$ cat config.mk
export PLATFORM = sky130hd
export DESIGN_NAME = trap_ctrl
export DESIGN_NICKNAME = d
export VERILOG_FILES = /design/src/rtl/params_pkg.sv /design/src/rtl/trap_ctrl.sv
export SDC_FILE = /design/constraint.sdc
export NUM_CORES = 1
export LEC_CHECK = 0
export ABC_AREA = 0
export CAP_MARGIN = 20
export CORE_AREA = 2 2 160 162
export CTS_CLUSTER_SIZE = 10
export DETAILED_ROUTE_END_ITERATION = 16
export DIE_AREA = 0 0 162 164
export PLACE_DENSITY = 0.91
export SLEW_MARGIN = 15
export SYNTH_ARGS = -nofsm -noshare
export SYNTH_HDL_FRONTEND = slang
export SYNTH_SLANG_ARGS = --single-unit
export TNS_END_PERCENT = 50
$ cat constraint.sdc
create_clock -name clk_i -period 3.4 [get_ports clk_i]
set_input_delay 0.51 -clock clk_i [delete_from_list [all_inputs] [get_ports clk_i]]
set_output_delay 0.51 -clock clk_i [all_outputs]
set_load 0.02 [all_outputs]
$ cat src/rtl/params_pkg.sv
// Shared trap-controller definitions: trap report payload, exception codes,
// mtvec mode encodings and the trap_ctrl FSM state encodings.
package params_pkg;

  localparam int unsigned XLEN        = 32;
  localparam int unsigned CAUSE_W     = 31;
  localparam int unsigned STATE_W     = 3;
  localparam int unsigned FLUSH_CNT_W = 4;

  // Trap report from writeback; pc/insn identify the trapping instruction.
  typedef struct packed {
    logic               valid;
    logic               is_interrupt;
    logic [CAUSE_W-1:0] mcause;
    logic [XLEN-1:0]    pc;
    logic [XLEN-1:0]    insn;
  } trap_info_t;

  localparam logic [CAUSE_W-1:0] TRAP_CODE_INSN_MISALIGNED  = 31'd0;
  localparam logic [CAUSE_W-1:0] TRAP_CODE_INSN_FAULT       = 31'd1;
  localparam logic [CAUSE_W-1:0] TRAP_CODE_ILLEGAL_INSN     = 31'd2;
  localparam logic [CAUSE_W-1:0] TRAP_CODE_BREAKPOINT       = 31'd3;
  localparam logic [CAUSE_W-1:0] TRAP_CODE_LOAD_MISALIGNED  = 31'd4;
  localparam logic [CAUSE_W-1:0] TRAP_CODE_LOAD_FAULT       = 31'd5;
  localparam logic [CAUSE_W-1:0] TRAP_CODE_STORE_MISALIGNED = 31'd6;
  localparam logic [CAUSE_W-1:0] TRAP_CODE_STORE_FAULT      = 31'd7;
  localparam logic [CAUSE_W-1:0] TRAP_CODE_ECALL_M          = 31'd11;

  localparam logic [1:0] MTVEC_MODE_DIRECT   = 2'd0;
  localparam logic [1:0] MTVEC_MODE_VECTORED = 2'd1;

  // trap_ctrl FSM state encodings
  localparam logic [STATE_W-1:0] ST_IDLE       = 3'd0;
  localparam logic [STATE_W-1:0] ST_FLUSH      = 3'd1;
  localparam logic [STATE_W-1:0] ST_SAVE       = 3'd2;
  localparam logic [STATE_W-1:0] ST_REDIRECT   = 3'd3;
  localparam logic [STATE_W-1:0] ST_MRET_FLUSH = 3'd4;

endpackage

$ cat src/rtl/trap_ctrl.sv
// Trap / mret sequencer: flushes the pipeline, saves mepc/mcause/mtval,
// updates mstatus and redirects fetch to the trap handler or mepc.
// Ports:
//   clk_i, rst_i (sync, active-high)
//   trap_i, trap_addr_i      trap report + faulting address from writeback
//   mret_i                   mret retiring in writeback
//   mtvec_i, mepc_i          current CSR values
//   flush_o, busy_o          pipeline kill / fetch stall
//   csr_trap_wr_o + *_wdata_o  one-cycle CSR save strobe and data
//   mstatus_trap_o/_mret_o   mstatus update strobes
//   redirect_valid_o/_pc_o/_ready_i  PC redirect handshake to fetch
module trap_ctrl
  import params_pkg::*;
#(
  parameter int unsigned FLUSH_CYCLES = 2
) (
  input  logic            clk_i,
  input  logic            rst_i,
  input  trap_info_t      trap_i,
  input  logic [XLEN-1:0] trap_addr_i,
  input  logic            mret_i,
  input  logic [XLEN-1:0] mtvec_i,
  input  logic [XLEN-1:0] mepc_i,
  output logic            flush_o,
  output logic            busy_o,
  output logic            csr_trap_wr_o,
  output logic [XLEN-1:0] mepc_wdata_o,
  output logic [XLEN-1:0] mcause_wdata_o,
  output logic [XLEN-1:0] mtval_wdata_o,
  output logic            mstatus_trap_o,
  output logic            mstatus_mret_o,
  output logic            redirect_valid_o,
  output logic [XLEN-1:0] redirect_pc_o,
  input  logic            redirect_ready_i
);

  localparam logic [FLUSH_CNT_W-1:0] CNT_INIT = FLUSH_CNT_W'(FLUSH_CYCLES - 1);

  // Handler address: direct base, or base + 4*cause for vectored interrupts.
  function automatic logic [XLEN-1:0] trap_target(
    input logic [XLEN-1:0]    mtvec,
    input logic               is_int,
    input logic [CAUSE_W-1:0] cause
  );
    logic [XLEN-1:0] base;
    base = {mtvec[XLEN-1:2], 2'b00};
    if (is_int && (mtvec[1:0] == MTVEC_MODE_VECTORED))
      return base + XLEN'({cause, 2'b00});
    return base;
  endfunction

  logic [STATE_W-1:0]     state_q, state_d;
  logic [FLUSH_CNT_W-1:0] cnt_q, cnt_d;
  logic                   is_int_q, is_int_d;
  logic [CAUSE_W-1:0]     cause_q, cause_d;
  logic [XLEN-1:0]        pc_q, pc_d;
  logic [XLEN-1:0]        insn_q, insn_d;
  logic [XLEN-1:0]        addr_q, addr_d;
  logic [XLEN-1:0]        tgt_q, tgt_d;

  logic            flush_d, busy_d, csr_wr_d, mst_trap_d, mst_mret_d, redir_valid_d;
  logic [XLEN-1:0] mepc_wd_d, mcause_wd_d, mtval_wd_d, redir_pc_d;

  // Next-state, capture and registered-output logic
  always_comb begin
    state_d       = state_q;
    cnt_d         = cnt_q;
    is_int_d      = is_int_q;
    cause_d       = cause_q;
    pc_d          = pc_q;
    insn_d        = insn_q;
    addr_d        = addr_q;
    tgt_d         = tgt_q;
    mst_mret_d    = 1'b0;

    unique case (state_q)
      ST_IDLE: begin
        if (trap_i.valid) begin
          is_int_d = trap_i.is_interrupt;
          cause_d  = trap_i.mcause;
          pc_d     = trap_i.pc;
          insn_d   = trap_i.insn;
          addr_d   = trap_addr_i;
          cnt_d    = CNT_INIT;
          state_d  = ST_FLUSH;
        end else if (mret_i) begin
          tgt_d    = mepc_i;
          cnt_d    = CNT_INIT;
          state_d  = ST_MRET_FLUSH;
        end
      end
      ST_FLUSH: begin
        if (cnt_q == '0) state_d = ST_SAVE;
        else             cnt_d   = cnt_q - 4'd1;
      end
      ST_MRET_FLUSH: begin
        if (cnt_q == '0) begin
          state_d    = ST_REDIRECT;
          mst_mret_d = 1'b1;
        end else begin
          cnt_d = cnt_q - 4'd1;
        end
      end
      ST_SAVE: begin
        tgt_d   = trap_target(mtvec_i, is_int_q, cause_q);
        state_d = ST_REDIRECT;
      end
      ST_REDIRECT: begin
        if (redirect_ready_i) state_d = ST_IDLE;
      end
      default: state_d = ST_IDLE;
    endcase

    flush_d       = (state_d == ST_FLUSH) || (state_d == ST_MRET_FLUSH);
    busy_d        = (state_d != ST_IDLE);
    csr_wr_d      = (state_d == ST_SAVE);
    mst_trap_d    = (state_d == ST_SAVE);
    redir_valid_d = (state_d == ST_REDIRECT);
    redir_pc_d    = redir_valid_d ? tgt_d : '0;

    mepc_wd_d   = '0;
    mcause_wd_d = '0;
    mtval_wd_d  = '0;
    if (state_d == ST_SAVE) begin
      mepc_wd_d   = {pc_q[XLEN-1:2], 2'b00};
      mcause_wd_d = {is_int_q, cause_q};
      unique case (cause_q)
        TRAP_CODE_ILLEGAL_INSN:     mtval_wd_d = insn_q;
        TRAP_CODE_INSN_MISALIGNED,
        TRAP_CODE_LOAD_MISALIGNED,
        TRAP_CODE_STORE_MISALIGNED: mtval_wd_d = addr_q;
        default:                    mtval_wd_d = '0;
      endcase
    end
  end

  // State, capture and output registers
  always_ff @(posedge clk_i) begin
    if (rst_i) begin
      state_q          <= ST_IDLE;
      cnt_q            <= '0;
      is_int_q         <= 1'b0;
      cause_q          <= '0;
      pc_q             <= '0;
      insn_q           <= '0;
      addr_q           <= '0;
      tgt_q            <= '0;
      flush_o          <= 1'b0;
      busy_o           <= 1'b0;
      csr_trap_wr_o    <= 1'b0;
      mepc_wdata_o     <= '0;
      mcause_wdata_o   <= '0;
      mtval_wdata_o    <= '0;
      mstatus_trap_o   <= 1'b0;
      mstatus_mret_o   <= 1'b0;
      redirect_valid_o <= 1'b0;
      redirect_pc_o    <= '0;
    end else begin
      state_q          <= state_d;
      cnt_q            <= cnt_d;
      is_int_q         <= is_int_d;
      cause_q          <= cause_d;
      pc_q             <= pc_d;
      insn_q           <= insn_d;
      addr_q           <= addr_d;
      tgt_q            <= tgt_d;
      flush_o          <= flush_d;
      busy_o           <= busy_d;
      csr_trap_wr_o    <= csr_wr_d;
      mepc_wdata_o     <= mepc_wd_d;
      mcause_wdata_o   <= mcause_wd_d;
      mtval_wdata_o    <= mtval_wd_d;
      mstatus_trap_o   <= mst_trap_d;
      mstatus_mret_o   <= mst_mret_d;
      redirect_valid_o <= redir_valid_d;
      redirect_pc_o    <= redir_pc_d;
    end
  end

endmodule

==> impl.org <==
** Layout
- After routing the design area is 0.0163 mm².
- From synthesis to final layout, the design area changed by 38.4%.
- Share of the core filled with cells :: 0.655
- In the final layout, the share of cells above drive strength 1 is 0.0568.
- For this run, the post-layout net count is 1881.

** Clock network
- CTS placed an instance of clkbuf_16 at the clock tree root.
- The number of hold buffers added after CTS was 0.
- Post-CTS repair timing setup buffer count :: 0
- TritonCTS clock tree :: done
- Number of H-tree branching levels :: 2
- Once the clock tree was built, the resizer swapped 0 gates to a different size.
- Insertion delay to the later sink of the worst-skew pair :: 500 ps
- The clock passes through at most 3 buffers.
- Clk sinks :: 296
- Clock-pin slew was measured on the worst setup and hold paths at 50 ps.
- Total clock buffers created by CTS :: 35

** STA
- Of the available clock period, the critical path in the final layout requires 0.834.
- The number of slew-limit violations in the final report is 0.
- Static timing analysis puts the maximum clock frequency at 353 MHz.
- Shortest clock period the worst path allows after layout :: 2840 ps
- The count of endpoints failing hold in the final timing report was 0.
- After routing, the total negative slack on setup checks comes to 0 ps.
- Setup repair after global routing left no endpoint under its margin.
- Slew headroom :: 0.389
- Fin Hold WS :: 205 ps
- For the pin with the worst max-slew slack, the measured transition is 914 ps.
- Setup violations remaining at the end of the flow were counted as 0.
- Post-Route Skew :: 11.7 ps

** Critical path
- Arrival time worst endpoint :: 3220 ps
- Ordered cell list for the critical path :: clkdlybuf4s50_1 -> ha_1 -> inv_1 -> fa_1 -> nor2b_4 -> o31a_4 -> o21ai_2 -> o31ai_4 -> a211oi_4 -> o21bai_2 -> and3_1 -> or3_1
- STA classifies the critical path endpoint as a register.
- Kind of cell with the highest combined delay on the critical path :: compound AO/OA/AOI/OAI gates
- Cell count along the critical path :: 12
- Nature of the critical path startpoint :: primary input
- The slowest stage of the critical path belongs to the cell clkdlybuf4s50_1.
- The worst register-to-register path has a depth of 11.
- Together, buffers and inverters on the worst path number 2.
- Data on the critical path is required at its endpoint by 3780 ps.
- The setup path with the least slack is of type in2reg.
- In this run the worst path has a maximum fanout of 5.
- Register-to-register path setup slack :: 570 ps
- On the worst path, the slowest cell contributes a delay of 430 ps.

** Routing
- The first detailed-routing pass ran for 8 iterations.
- Via density :: 5.50
- In this run the remaining antenna-violating nets after routing total 0.
- Total via count in the routed design :: 10900
- Residual DRC count :: 0
- Routed Wire Length :: 36100 µm
- The detailed router finished its first iteration with 726 violations.
- Routed wire length per instance :: 18.2 µm

** Synth
- Flip-flop and latch count after synthesis :: 296
- Yosys synthesis warning count :: 0
- By area the synthesized netlist is led by dfxtp_1 50%, nand2_1 9.4%, a21oi_1 6.9%, nor2_1 4.1%, and2_1 3.4%.
- Number of enable-type register cells in the synthesized netlist :: 0
- The largest total area in the synthesized netlist belongs to dfxtp_1.
- Top-area cell type share of the netlist area :: 0.504
- Post-synth top flop :: dfxtp_1
- The cell count after synthesis came out at 1356.
- Combined area of all synthesized cells :: 0.0117 mm²
- For this run, asynchronously set or reset flops after synthesis account for 0.
- The share of the Yosys chip area taken by registers is 0.504.
- The synthesized netlist contains 71 unique library cells.
- Synthesized area divided by synthesized cell count :: 8.66 µm²

** GRT
- Global-route wire length before repair :: 56000 µm
- Initial antenna violation count :: 4
- In the global route stage, overall resource usage came out at 0.263.
- The via count of the first global-routing pass came to 10800.
- GR Overflow Total :: 0
- Entering global routing, the biggest net connects 109 pins.

** Run status
- Outcome :: finished, final reports clean

** Power
- Of the total power, the share spent switching nets is 0.340.
- IR drop worst, VDD :: 0.388 mV
- Sequential cell fraction of total power :: 0.393
- Switching Power :: 3.73 mW
- Of the total power, the clock network draws 0.295.
- Summing internal, switching and leakage power gives 11.0 mW.
- Power density over the cells :: 674 mW/mm²
- Of the total power, combinational logic draws 0.313.
- Static leakage :: 6.15 nW
- Internal portion of total power :: 7.23 mW

** Placement
- DP HPWL :: 25700 µm
- Summing all placed instances gives a cell area of 0.0153 mm².
- GPL Wtd Cong :: 0.893
- During placement, the flow inserted port buffers numbering 326.

** Min path
- Along the worst hold path, the cell count comes to 2.
- The tightest min-delay check is of the in2reg type.

** Floorplanning
- From left edge to right edge, the die measures 162 µm.
- The core region is 0.0248 mm².
- Total die area :: 0.0266 mm²
- Starting density of the core :: 0.473
- I/O pins :: 331
- Row generation in the floorplan step produced 58 rows.
- The floorplan step set the die height to 164 µm.

** Run
- The tool flagged a number of max-cap violations equal to 0.
## metrics by stage
| stage | setup slack [ps] | std cells |
|---|---|---|
| after floorplan | 807 | 1357 |
| after global placement | 137 | 1944 |
| after global routing | 379 | 1988 |
| after CTS | 564 | 1985 |
| after detailed placement | 71.4 | 1944 |
| final | 565 | 1989 |
## cell families after synthesis
logic type | after synthesis | synth area share
DFF | 296 | 0.504
adders and majority gates | 32 | 0.0347
muxes | 7 | 0.00596
buffers and inverters | 105 | 0.0370
AOI/OAI and AO/OA | 340 | 0.194
and+or+nand+nor | 549 | 0.204
other | 1 | 0.000319
xor gates and xnor gates | 26 | 0.0194
## state kept, by name (all words and copies together) (netlist names)
signal            flops
addr_q               32
insn_q               32
mcause_wdata_o       32
mtval_wdata_o        32
redirect_pc_o        32
tgt_q                32
cause_q              31
mepc_wdata_o         30
pc_q                 30
cnt_q                 4
state_q               3
busy_o                1
flush_o               1
is_int_q              1
mstatus_mret_o        1
mstatus_trap_o        1
redirect_valid_o      1
## Yosys cell counts, drive strengths merged, types with 5 or more instances
library cell,number
a211oi,8
a21boi,14
a21o,10
a21oi,165
a221o,5
a222oi,19
a22oi,39
and2,64
and3,9
buf,19
clkbuf,71
dfxtp,296
ha,31
inv,15
mux2i,7
nand2,293
nand2b,6
nand4,6
nor2,127
nor2b,6
nor3,12
nor4,8
o21a,6
o21ai,30
o21bai,5
o22ai,10
or2,6
or3,5
xnor2,14
xor2,12
## final timing paths
kind,start,endpoint
worst max-delay path,mtvec_i[2],tgt_q[30]
worst min-delay path,rst_i,state_q[0]
worst max register to register,cause_q[0],tgt_q[30]
worst min register to register,pc_q[10],pc_q[10]
## power groups by stage
stage	registers, mW	clock network [mW]	logic (mW)
global placement	4.33	0	3.27
finish	4.30	3.23	3.43
floorplan	4.34	0	2.18
CTS	4.30	3.29	3.41
global route	4.35	3.43	3.76
detailed placement	4.37	0	3.38
## worst register-to-register path, delay by kind of cell, from the launching register on
kind	cells	cell delay, ps
buf+inv	1	60
compound gates	6	1030
simple gates	2	530
flops	1	450
fa+ha+maj	2	660
## routing by layer
metal	GRT usage	vias to the layer above	share of wire
met3	0.0793	122	0.098
met2	0.454	555	0.48
met1	0.298	5058	0.38
li1	-	5208	-
met5	0	-	0.00036
met4	0.122	2	0.048
## cell type report
class | count | area, µm²
Antenna cell | 3 | 7.51
Multi-Input combinational cell | 956 | 5430
Fill cell | 1954 | 8550
Clock buffer | 39 | 922
Timing Repair Buffer | 348 | 3480
Inverter | 15 | 56.3
Clock inverter | 2 | 25.0
Sequential cell | 296 | 5930
Tap cell | 330 | 413
## layout by cell type, fill, tap and decap left out, types with 3 or more instances in the layout
master,count
nand2_1,293
a21boi_0,5
clkbuf_16,36
or3_1,5
buf_4,19
and3_1,8
mux2i_1,7
ha_1,31
a21oi_1,161
nand4_1,5
a221o_1,5
a222oi_1,19
o21a_1,6
diode_2,3
a31oi_1,4
o21bai_1,4
nor2_1,127
nor2b_1,5
xor2_1,12
a22oi_1,39
o211ai_1,3
o21ai_1,5
inv_1,13
o21ai_0,23
nor4_1,7
a21o_1,10
a211oi_1,6
xnor2_1,14
nor3_1,11
nand2b_1,6
or2_2,4
buf_12,3
clkdlybuf4s50_1,325
dfxtp_1,296
o22ai_1,10
a21oi_2,3
and2_1,63
a21boi_1,9
Note: power is estimated with default switching activity, not from simulation.
